## config.mk

```make
export PLATFORM = sky130hd
export DESIGN_NAME = ram_fifo_ctrl_flat
export DESIGN_NICKNAME = d
export VERILOG_FILES = /design/src/rtl/ram_fifo_ctrl_if.sv /design/src/rtl/ram_fifo_ctrl.sv /design/src/flat_wrapper.sv
export SDC_FILE = /design/constraint.sdc
export NUM_CORES = 1
export LEC_CHECK = 0
export CAP_MARGIN = 15
export CORE_MARGIN = 2
export CORE_UTILIZATION = 44
export DETAILED_ROUTE_END_ITERATION = 16
export PLACE_DENSITY = 0.8
export SLEW_MARGIN = 20
export SYNTH_ARGS = -nofsm -noshare
export SYNTH_HDL_FRONTEND = slang
export SYNTH_SLANG_ARGS = --single-unit
```

## constraint.sdc

```tcl
create_clock -name clk -period 3.65 [get_ports clk]
set_clock_uncertainty 0.15 [all_clocks]
set_input_delay 0.73 -clock clk [delete_from_list [all_inputs] [get_ports clk]]
set_output_delay 0.73 -clock clk [all_outputs]
set_load 0.05 [all_outputs]
```

## src/rtl/ram_fifo_ctrl_if.sv

```systemverilog
// Stream-side handshake bundle for ram_fifo_ctrl: write stream in (s_*), read stream out (m_*).
// master = producer/consumer environment, slave = the FIFO controller.
interface ram_fifo_ctrl_if #(
   parameter int unsigned DATA_W = 8
);
   logic              s_valid;
   logic              s_ready;
   logic [DATA_W-1:0] s_data;
   logic              m_valid;
   logic              m_ready;
   logic [DATA_W-1:0] m_data;

   modport master (
      output s_valid,
      output s_data,
      output m_ready,
      input  s_ready,
      input  m_valid,
      input  m_data
   );

   modport slave (
      input  s_valid,
      input  s_data,
      input  m_ready,
      output s_ready,
      output m_valid,
      output m_data
   );
endinterface

```

## src/rtl/ram_fifo_ctrl.sv

```systemverilog
// FIFO controller in front of a single-port synchronous RAM: buffers a valid/ready write
// stream in the RAM and replays it in order through a one-entry registered output stage.
module ram_fifo_ctrl #(
   parameter int unsigned ADDR_W = 4,
   parameter int unsigned DATA_W = 8
) (
   input  logic              clk,
   input  logic              rst_n,
   ram_fifo_ctrl_if.slave    bus,
   output logic              ram_we,
   output logic [ADDR_W-1:0] ram_addr,
   output logic [DATA_W-1:0] ram_wdata,
   input  logic [DATA_W-1:0] ram_rdata,
   output logic [ADDR_W+1:0] count,
   output logic              full,
   output logic              empty
);

   localparam int unsigned DEPTH = 1 << ADDR_W;
   localparam int unsigned CNT_W = ADDR_W + 1;
   localparam int unsigned OCC_W = ADDR_W + 2;

   logic [ADDR_W-1:0] wr_ptr_q, wr_ptr_d;
   logic [ADDR_W-1:0] rd_ptr_q, rd_ptr_d;
   logic [CNT_W-1:0]  ram_cnt_q, ram_cnt_d;
   logic              rd_inflight_q, rd_inflight_d;
   logic              m_valid_q, m_valid_d;
   logic [DATA_W-1:0] m_data_q, m_data_d;

   logic ram_full_c;
   logic rd_go_c;
   logic wr_go_c;
   logic s_ready_c;

   // Port arbitration: a read is issued whenever the output stage can absorb it; writes take the gaps.
   always_comb begin
      ram_full_c = (ram_cnt_q == CNT_W'(DEPTH));
      rd_go_c    = (ram_cnt_q != '0) && !rd_inflight_q && (!m_valid_q || bus.m_ready);
      s_ready_c  = !rd_go_c && !ram_full_c;
      wr_go_c    = bus.s_valid && s_ready_c;
   end

   assign bus.s_ready = s_ready_c;
   assign bus.m_valid = m_valid_q;
   assign bus.m_data  = m_data_q;

   assign ram_we    = wr_go_c;
   assign ram_addr  = rd_go_c ? rd_ptr_q : wr_ptr_q;
   assign ram_wdata = bus.s_data;

   assign count = OCC_W'(ram_cnt_q) + OCC_W'(rd_inflight_q) + OCC_W'(m_valid_q);
   assign full  = ram_full_c;
   assign empty = (count == '0);

   // Next-state: pointers and RAM occupancy, then the read pipeline and output stage.
   always_comb begin
      wr_ptr_d      = wr_ptr_q;
      rd_ptr_d      = rd_ptr_q;
      ram_cnt_d     = ram_cnt_q;
      rd_inflight_d = 1'b0;
      m_valid_d     = m_valid_q;
      m_data_d      = m_data_q;

      if (wr_go_c) begin
         wr_ptr_d  = wr_ptr_q + ADDR_W'(1);
         ram_cnt_d = ram_cnt_q + CNT_W'(1);
      end else if (rd_go_c) begin
         rd_ptr_d      = rd_ptr_q + ADDR_W'(1);
         ram_cnt_d     = ram_cnt_q - CNT_W'(1);
         rd_inflight_d = 1'b1;
      end

      // rd_go never fires while a capture is pending, so capture and consume cannot collide.
      if (rd_inflight_q) begin
         m_data_d  = ram_rdata;
         m_valid_d = 1'b1;
      end else if (m_valid_q && bus.m_ready) begin
         m_valid_d = 1'b0;
      end
   end

   always_ff @(posedge clk or negedge rst_n) begin
      if (!rst_n) begin
         wr_ptr_q      <= '0;
         rd_ptr_q      <= '0;
         ram_cnt_q     <= '0;
         rd_inflight_q <= 1'b0;
         m_valid_q     <= 1'b0;
         m_data_q      <= '0;
      end else begin
         wr_ptr_q      <= wr_ptr_d;
         rd_ptr_q      <= rd_ptr_d;
         ram_cnt_q     <= ram_cnt_d;
         rd_inflight_q <= rd_inflight_d;
         m_valid_q     <= m_valid_d;
         m_data_q      <= m_data_d;
      end
   end

endmodule

```

## src/flat_wrapper.sv

```systemverilog
// flat-port wrapper written by rule: the top's interface ports become plain ports
module ram_fifo_ctrl_flat 
#(
   parameter int unsigned ADDR_W = 4,
   parameter int unsigned DATA_W = 8
)
  (clk, rst_n, ram_we, ram_addr, ram_wdata, ram_rdata, count, full, empty, bus_s_valid, bus_s_data, bus_m_ready, bus_s_ready, bus_m_valid, bus_m_data);
  ram_fifo_ctrl_if #(.DATA_W(DATA_W)) bus_i ();
  input  logic clk;
  input  logic rst_n;
  output logic ram_we;
  output logic [ADDR_W-1:0] ram_addr;
  output logic [DATA_W-1:0] ram_wdata;
  input  logic [DATA_W-1:0] ram_rdata;
  output logic [ADDR_W+1:0] count;
  output logic full;
  output logic empty;
  input wire logic [$bits(bus_i.s_valid)-1:0] bus_s_valid;
  input wire logic [$bits(bus_i.s_data)-1:0] bus_s_data;
  input wire logic [$bits(bus_i.m_ready)-1:0] bus_m_ready;
  output wire logic [$bits(bus_i.s_ready)-1:0] bus_s_ready;
  output wire logic [$bits(bus_i.m_valid)-1:0] bus_m_valid;
  output wire logic [$bits(bus_i.m_data)-1:0] bus_m_data;
  assign bus_i.s_valid = bus_s_valid;
  assign bus_i.s_data = bus_s_data;
  assign bus_i.m_ready = bus_m_ready;
  assign bus_s_ready = bus_i.s_ready;
  assign bus_m_valid = bus_i.m_valid;
  assign bus_m_data = bus_i.m_data;
  ram_fifo_ctrl #(.ADDR_W(ADDR_W), .DATA_W(DATA_W)) u_core (.clk(clk), .rst_n(rst_n), .bus(bus_i), .ram_we(ram_we), .ram_addr(ram_addr), .ram_wdata(ram_wdata), .ram_rdata(ram_rdata), .count(count), .full(full), .empty(empty));
endmodule
```

# Yosys cells after proc, flatten, opt, wreduce, memory -nomap -nowiden
# Cells that the tools add are included.
# totals
regBits,23
out_inout_bits,31
wordCells,36
# op_classes
add_sub_neg,6
n_eq_ne,1
mux,7
n_bitwise,1
n_reduce_logical,15
# ops
cell,n
2-to-1 mux 5 bit,2
"adder 4 x 1 -> 4 bit, second input constant",2
adder 5 x 1 -> 6 bit,1
adder 6 x 1 -> 6 bit,1
zero test 6 bit,1
"adder 5 x 1 -> 5 bit, second input constant",1
"== test 5 bit, second input constant",1
logical AND 1 bit,5
nonzero test 5 bit,1
"subtractor 5 x 1 -> 5 bit, second input constant",1
zero test 1 bit,4
2-to-1 mux 1 bit,4
2-to-1 mux 4 bit,1
nonzero test 2 bit,2
AND reduction 2 bit,1
logical OR 1 bit,1
inverter 1 bit,1

# Depth between registers and ports, before layout
# Gate-level depths: netlist of the first run.
# logic_depth
depth_word,8
ltp_mapped,10

# Worst setup path after synthesis of the first run
# No wires, ideal clock.
# synth_timing
path_kind,register to output
from,register u_core.m_valid_q (netlist: u_core.bus.m_valid)
to,output port count[4]
arrival_ns,2.391
required_ns,2.770
path_slack_ns,0.379
path_stages_with_launch,7
cell_sequence,dfrtp_1 -> inv_1 -> fa_1 -> inv_1 -> ha_1 -> nand3_1 -> xnor2_1
# synth_via
elab_chain_cells,1
# synth_rtl
item,line,source
"start, declared",ram_fifo_ctrl.sv:27,"logic m_valid_q, m_valid_d;"
"start signal, assigned",ram_fifo_ctrl.sv:95,m_valid_q <= m_valid_d;
adder 6 x 1 -> 6 bit,ram_fifo_ctrl.sv:51,assign count = OCC_W'(ram_cnt_q) + OCC_W'(rd_inflight_q) + OCC_W'(m_valid_q);
"end, declared",flat_wrapper.sv:15,output logic [ADDR_W+1:0] count;
# No other way between the ends.

# Worst setup path in the final report of the first run
# layout_timing
from,register u_core.ram_cnt_q[0]
to,output port count[2]
# layout_via
elab_chain_cells,2
# layout_rtl
item,line,source
"start, declared",ram_fifo_ctrl.sv:25,"logic [CNT_W-1:0] ram_cnt_q, ram_cnt_d;"
"start signal, assigned",ram_fifo_ctrl.sv:93,ram_cnt_q <= ram_cnt_d;
adder 5 x 1 -> 6 bit,ram_fifo_ctrl.sv:51,
adder 6 x 1 -> 6 bit,ram_fifo_ctrl.sv:51,
# No other way between the ends.

==> metrics.txt, run 1 <==
status complete, no violations; crit start category flip-flop; CP max-delay cell clkdlybuf4s50_1; Die X 59.5 um; CTS sink count 23; Clock Pin Slew Worst Setup and Hold Paths 130 ps; DRC Markers 0; max_cap viols 0; critical path class flip-flop to output port; post-synthesis sequential area ratio 42.5%; Net Count, Synth 150; Worst-Margin Slew 502 ps; FMAX 286 MHz; cts hold-fix bufs 0; WL/cell 14.0 um; post_cts resized 0; Area growth syn-to-layout 23.7%; Final HPWL DP 2050 um; type of the most critical hold path input pin to asynchronous set/reset pin; Worst Path Max Fanout 6; register area 576 um^2; commonest non-fill, non-tap cells in the layout 26 x clkdlybuf4s50_1, 23 x dfrtp_1, 13 x mux2_2; number of diodes 0; Worst slew margin 66.4%; global route overflow 0; number of buffers created by CTS 3; Tcrit/Tclk final 95.7%; commonest non-fill, non-tap cell in the layout clkdlybuf4s50_1; endpoints failing setup 0; synth unique cells 36; slowest stage delay, CP 810 ps; RSZ-0062 raised after global routing false; Placeable Area 2980 um^2; Ports 51; final RePlAce weighted congestion 0.933; postcts setup bufs 0; Non-Filler Instances 182; Worst EP arrival 2610 ps; Warnings, synthesis 0; first-pass GRT wire length 4420 um; initial core utilization 45.5%; die area 3540 um^2; CP endpoint kind output port; placed insts 178; fillers 246; Nets 178; flops & latches, synth 23; required time worst endpoint 2770 ps; synthesized area 1360 um^2; vias in the first global route 1064; number of port buffers 34; CP dominant cell by count inv_1; crit path cell chain inv_1 > fa_1 > inv_1 > ha_1 > xor2_1 > clkdlybuf4s50_1; root buffer cell clkbuf_4; Die Y 59.5 um; Vias 970; CTS tree done; largest net degree at the start of global routing 24; H-Tree Depth 1; Final Hold Vio Count 0; Skew-Pair Late Insertion Delay 300 ps; ANT nets after route 0; DRT iter0 DRCs 23; Avg Cell Area, Syn 11.1 um^2; post-route setup TNS 0 ps; Tot GR Track Use 16.2%; CTS Buffer Depth 2; Final Slew Violations 0; via/cell ratio 5.33; area of the multi-input gates 642 um^2; initial antenna violation count 0; fin crit period 3490 ps; total length of routed wires 2550 um; first-pass iteration count of the detailed router 4; Rows 20; ratio of cells with drive above 1 in the final layout 22.8%; cell count after synthesis 122
==> cells in the mapped netlist <==
cell	number	area, um^2
dfrtp_1	23	576
ha_1	6	75.1
nand2b_1	1	6.26
a21o_1	1	7.51
buf_6	1	11.3
buf_4	8	60.1
nand3b_1	1	7.51
clkbuf_1	1	3.75
nor4_4	1	21.3
o21ai_0	3	15.0
fa_1	2	40.0
xnor2_1	6	52.6
a31oi_1	1	6.26
buf_2	2	10.0
a21oi_1	3	15.0
clkbuf_4	1	7.51
nor2b_1	1	6.26
o2bb2ai_1	3	26.3
a211oi_1	1	7.51
a221oi_1	2	17.5
nor3_1	3	15.0
or3_4	1	11.3
inv_4	1	6.26
nand2_1	6	22.5
mux2_4	1	15.0
o221ai_1	1	8.76
clkinv_2	1	5.00
nand4_1	2	12.5
inv_1	9	33.8
xor2_1	5	43.8
and2b_2	1	8.76
nand3_1	3	15.0
nor3_2	1	10.0
nor2_1	5	18.8
mux2_2	13	146
and4b_1	1	10.0
==> per-layer routing <==
metal	part of all wire (%)	vias to the layer above	global-route usage, %
met4	0.31	0	6.35
li1	-	466	-
met5	0	-	0
met1	40	470	18.8
met2	55	32	28.9
met3	4.9	2	3.49
==> critical path: cells and delay by family (launching register included) <==
kind	cells	cell delay, ps
buffers and inverters	3	1010
adders and majority gates	2	610
xor gates and xnor gates	1	150
DFF	1	530
==> worst paths after layout <==
path,startpoint,to,slack [ps],depth (start not counted)
max in group asynchronous,rst_n,u_core.ram_cnt_q[3],2790,1
min in group clk,u_core.wr_ptr_q[3],u_core.wr_ptr_q[3],340,1
hold / removal,rst_n,u_core.bus.m_data[1],220,1
setup reg to reg,u_core.ram_cnt_q[2],u_core.ram_cnt_q[4],840,8
hold reg to reg,u_core.wr_ptr_q[3],u_core.wr_ptr_q[3],340,1
setup / recovery,u_core.ram_cnt_q[0],count[2],160,6
==> metrics by stage <==
stage | cell area [um^2] | hold slack (ps) | setup WS [ps] | util [%]
2_1_floorplan | 1360 | 284 | 379 | -
3_3_place_gp | 1650 | 308 | 290 | 55.5
3_5_place_dp | 1650 | 312 | 283 | 55.5
4_1_cts | 1680 | 340 | 155 | 56.5
5_1_grt | 1680 | 245 | 31.0 | 56.3
6_report | 1680 | 221 | 159 | 56.3
==> layout make-up <==
cell class | count | area share [%]
repair buffers | 36 | 20.6
multi-input cells | 75 | 38.3
clock inverters | 1 | 0.299
clock buffers | 3 | 1.34
flip-flops and latches | 23 | 34.3
inverters | 11 | 2.69
well taps | 33 | 2.46
==> flip-flops by register name, indices dropped and copies added, names as in the netlist <==
register	count
u_core.rd_ptr_q	4
u_core.bus.m_valid	1
u_core.ram_cnt_q	5
u_core.bus.m_data	8
u_core.rd_inflight_q	1
u_core.wr_ptr_q	4
==> cell families (layout without fill, tap and decap cells) <==
logic type	Yosys count	count (layout)	share of synthesized area (%)
simple gates	27	27	12.2
buf+inv	24	51	10.2
flops	23	23	42.5
compound gates	15	15	7.66
mux	14	14	11.9
xor+xnor	11	11	7.11
fa+ha+maj	8	8	8.49
Power of run 1 is left out: the tool's default activity adds up to more than one toggle a clock period on the data nets, which glitch-free logic cannot reach.
==> run 2: changes to the inputs <==
--- a/config.mk
+++ b/config.mk
@@ -8,6 +8,7 @@
 export CAP_MARGIN = 15
 export CORE_MARGIN = 2
 export CORE_UTILIZATION = 44
+export CTS_CLUSTER_DIAMETER = 50
 export DETAILED_ROUTE_END_ITERATION = 16
 export PLACE_DENSITY = 0.8
 export SLEW_MARGIN = 20
==> results of run 2 <==
The final DEF is identical to that of run 1; final timing and power are the same.
Power of run 2 is left out for the same reason.
==> run 3: changes to the inputs <==
--- a/config.mk
+++ b/config.mk
@@ -5,12 +5,13 @@
 export SDC_FILE = /design/constraint.sdc
 export NUM_CORES = 1
 export LEC_CHECK = 0
-export CAP_MARGIN = 15
+export CAP_MARGIN = 30
 export CORE_MARGIN = 2
-export CORE_UTILIZATION = 44
+export CORE_UTILIZATION = 55
 export CTS_CLUSTER_DIAMETER = 50
 export DETAILED_ROUTE_END_ITERATION = 16
-export PLACE_DENSITY = 0.8
+export DONT_BUFFER_PORTS = 1
+export PLACE_DENSITY = 0.7
 export SLEW_MARGIN = 20
 export SYNTH_ARGS = -nofsm -noshare
 export SYNTH_HDL_FRONTEND = slang
==> run 3 against run 2 <==
  * Global-route usage up 2.1 points
  * Non-clock buffer count fell by 27
  * Utilization rose by 4.8 points
  * First-iteration DRC count decreased by 22%
  * Sequential cell count is the same
  * Wire length is 8.5% lower
  * Die area is 19% lower
  * Maximum frequency increased by 2.3%
  * Worst setup slack better by 78 ps
==> metrics.txt, run 3 (synthesis results as in run 1) <==
status complete, no violations; Worst-Margin Slew 521 ps (+19.3 ps); ANT nets after route 0 (unchanged); commonest non-fill, non-tap cells in the layout 23 x dfrtp_1, 13 x mux2_2, 9 x inv_1; Final Cell Area 1390 um^2 (-17%); Final Hold Vio Count 0 (unchanged); root buffer cell clkbuf_4; vias in the first global route 890 (-16%); max_cap viols 0 (unchanged); ratio of cells with drive above 1 in the final layout 27.0% (+4.2 points); Final HPWL DP 1820 um (-12%); R2R cell count 9 (+1); Placeable Area 2280 um^2 (-24%); CP endpoint kind output port; Die Y 53.6 um (-9.8%); fin crit period 3410 ps (-78.1 ps); Final Slew Violations 0 (unchanged); Tcrit/Tclk final 93.5% (-2.1 points); post_cts resized 0 (unchanged); Ports 51 (unchanged); CP max-delay cell dfrtp_1; via/cell ratio 5.87 (+10%); type of the most critical hold path input pin to asynchronous set/reset pin; CTS sink count 23 (unchanged); Die X 53.6 um (-9.8%); dpl ws 573 ps (+290 ps); Worst slew margin 65.2% (-1.2 points); FMAX 293 MHz (+2.3%); max FFs per register 8 (unchanged); Critical path origin u_core.rd_inflight_q; WL/cell 15.5 um (+11%); placed cell areas 1360 um^2 (-18%); slowest stage delay, CP 630 ps (-180 ps); final RePlAce weighted congestion 0.840 (-10%); global route overflow 0 (unchanged); initial core utilization 59.5% (+14 points); busiest grt layer met2; postcts setup bufs 0 (unchanged); Bufs and invs on worst path 2 (-1); crit start category flip-flop; fin util 61.1% (+4.8 points); crit path cell chain inv_1 > fa_1 > inv_1 > ha_1 > nand3b_1 > o21ai_0 > and4b_1; met1 Use GR 20.6% (+1.9 points); cell depth of the worst setup path 7 (+1); first-pass iteration count of the detailed router 4 (unchanged); GR Util met2 32.7% (+3.8 points); Nets 151 (-15%); RSZ-0062 raised after global routing false; M3 GR Usage 7.22% (+3.7 points); commonest non-fill, non-tap cell in the layout dfrtp_1; Vias 880 (-9.3%); initial antenna violation count 0 (unchanged); post-route setup TNS 0 ps (unchanged); DRC Markers 0 (unchanged); number of port buffers 0 (-100%); DRT iter0 DRCs 18 (-22%); Rows 17 (-15%); CTS Buffer Depth 2 (unchanged); total length of routed wires 2330 um (-8.5%); critical path class flip-flop to output port; required time worst endpoint 2770 ps (about the same); crit-path leading delay family adder cells; Clock Pin Slew Worst Setup and Hold Paths 120 ps (about the same); Worst Path Max Fanout 12 (+6); number of buffers created by CTS 3 (unchanged); endpoints failing setup 0 (unchanged); Tot GR Track Use 18.3% (+2.1 points); origin of the critical flop-to-flop path u_core.ram_cnt_q[2]; Skew-Pair Late Insertion Delay 310 ps (about the same); setup slack after layout 237 ps (+78.1 ps); Worst EP arrival 2530 ps (-80 ps); Area growth syn-to-layout 2.59%; H-Tree Depth 1 (unchanged); first-pass GRT wire length 3770 um (-15%); CP dominant cell by count inv_1; largest net degree at the start of global routing 24 (unchanged); CTS tree done; number of diodes 0 (unchanged); die area 2880 um^2 (-19%)
-- run 3: repair_timing --
action	in CTS	in global routing
endpoints found under the setup margin	0	0
hold endpoints to repair	23	0
hold buffers	1	0
-- run 3: final cells by class --
type	count	area, um^2
Sequential cell	23	576
Inverter	11	45.0
Clock inverter	1	5.00
Clock buffer	3	22.5
Timing Repair Buffer	9	65.1
Fill cell	209	886
Tap cell	28	35.0
Multi-Input combinational cell	75	642
-- run 3: layer usage --
metal / routed length [um] / up-vias
met5: 0 / -
met4: 0 / 0
met3: 199 / 0
met2: 1180 / 39
met1: 954 / 430
li1: - / 411
-- run 3: worst paths after layout --
| path | slack (ps) | to |
|---|---|---|
| max | 240 | empty |
| min | 220 | u_core.wr_ptr_q[2] |
| max reg2reg | 770 | u_core.ram_cnt_q[4] |
| min reg2reg | 330 | u_core.rd_ptr_q[3] |
| max in group asynchronous | 2790 | u_core.bus.m_valid |
| min in group clk | 330 | u_core.rd_ptr_q[3] |
-- run 3: stage by stage --
step | instances | hold WS [ps]
after floorplan | 122 | 284
after global placement | 145 | 285
after detailed placement | 145 | 285
after CTS | 150 | 335
after global routing | 150 | 236
final | 150 | 217
Power of run 3 is left out for the same reason.
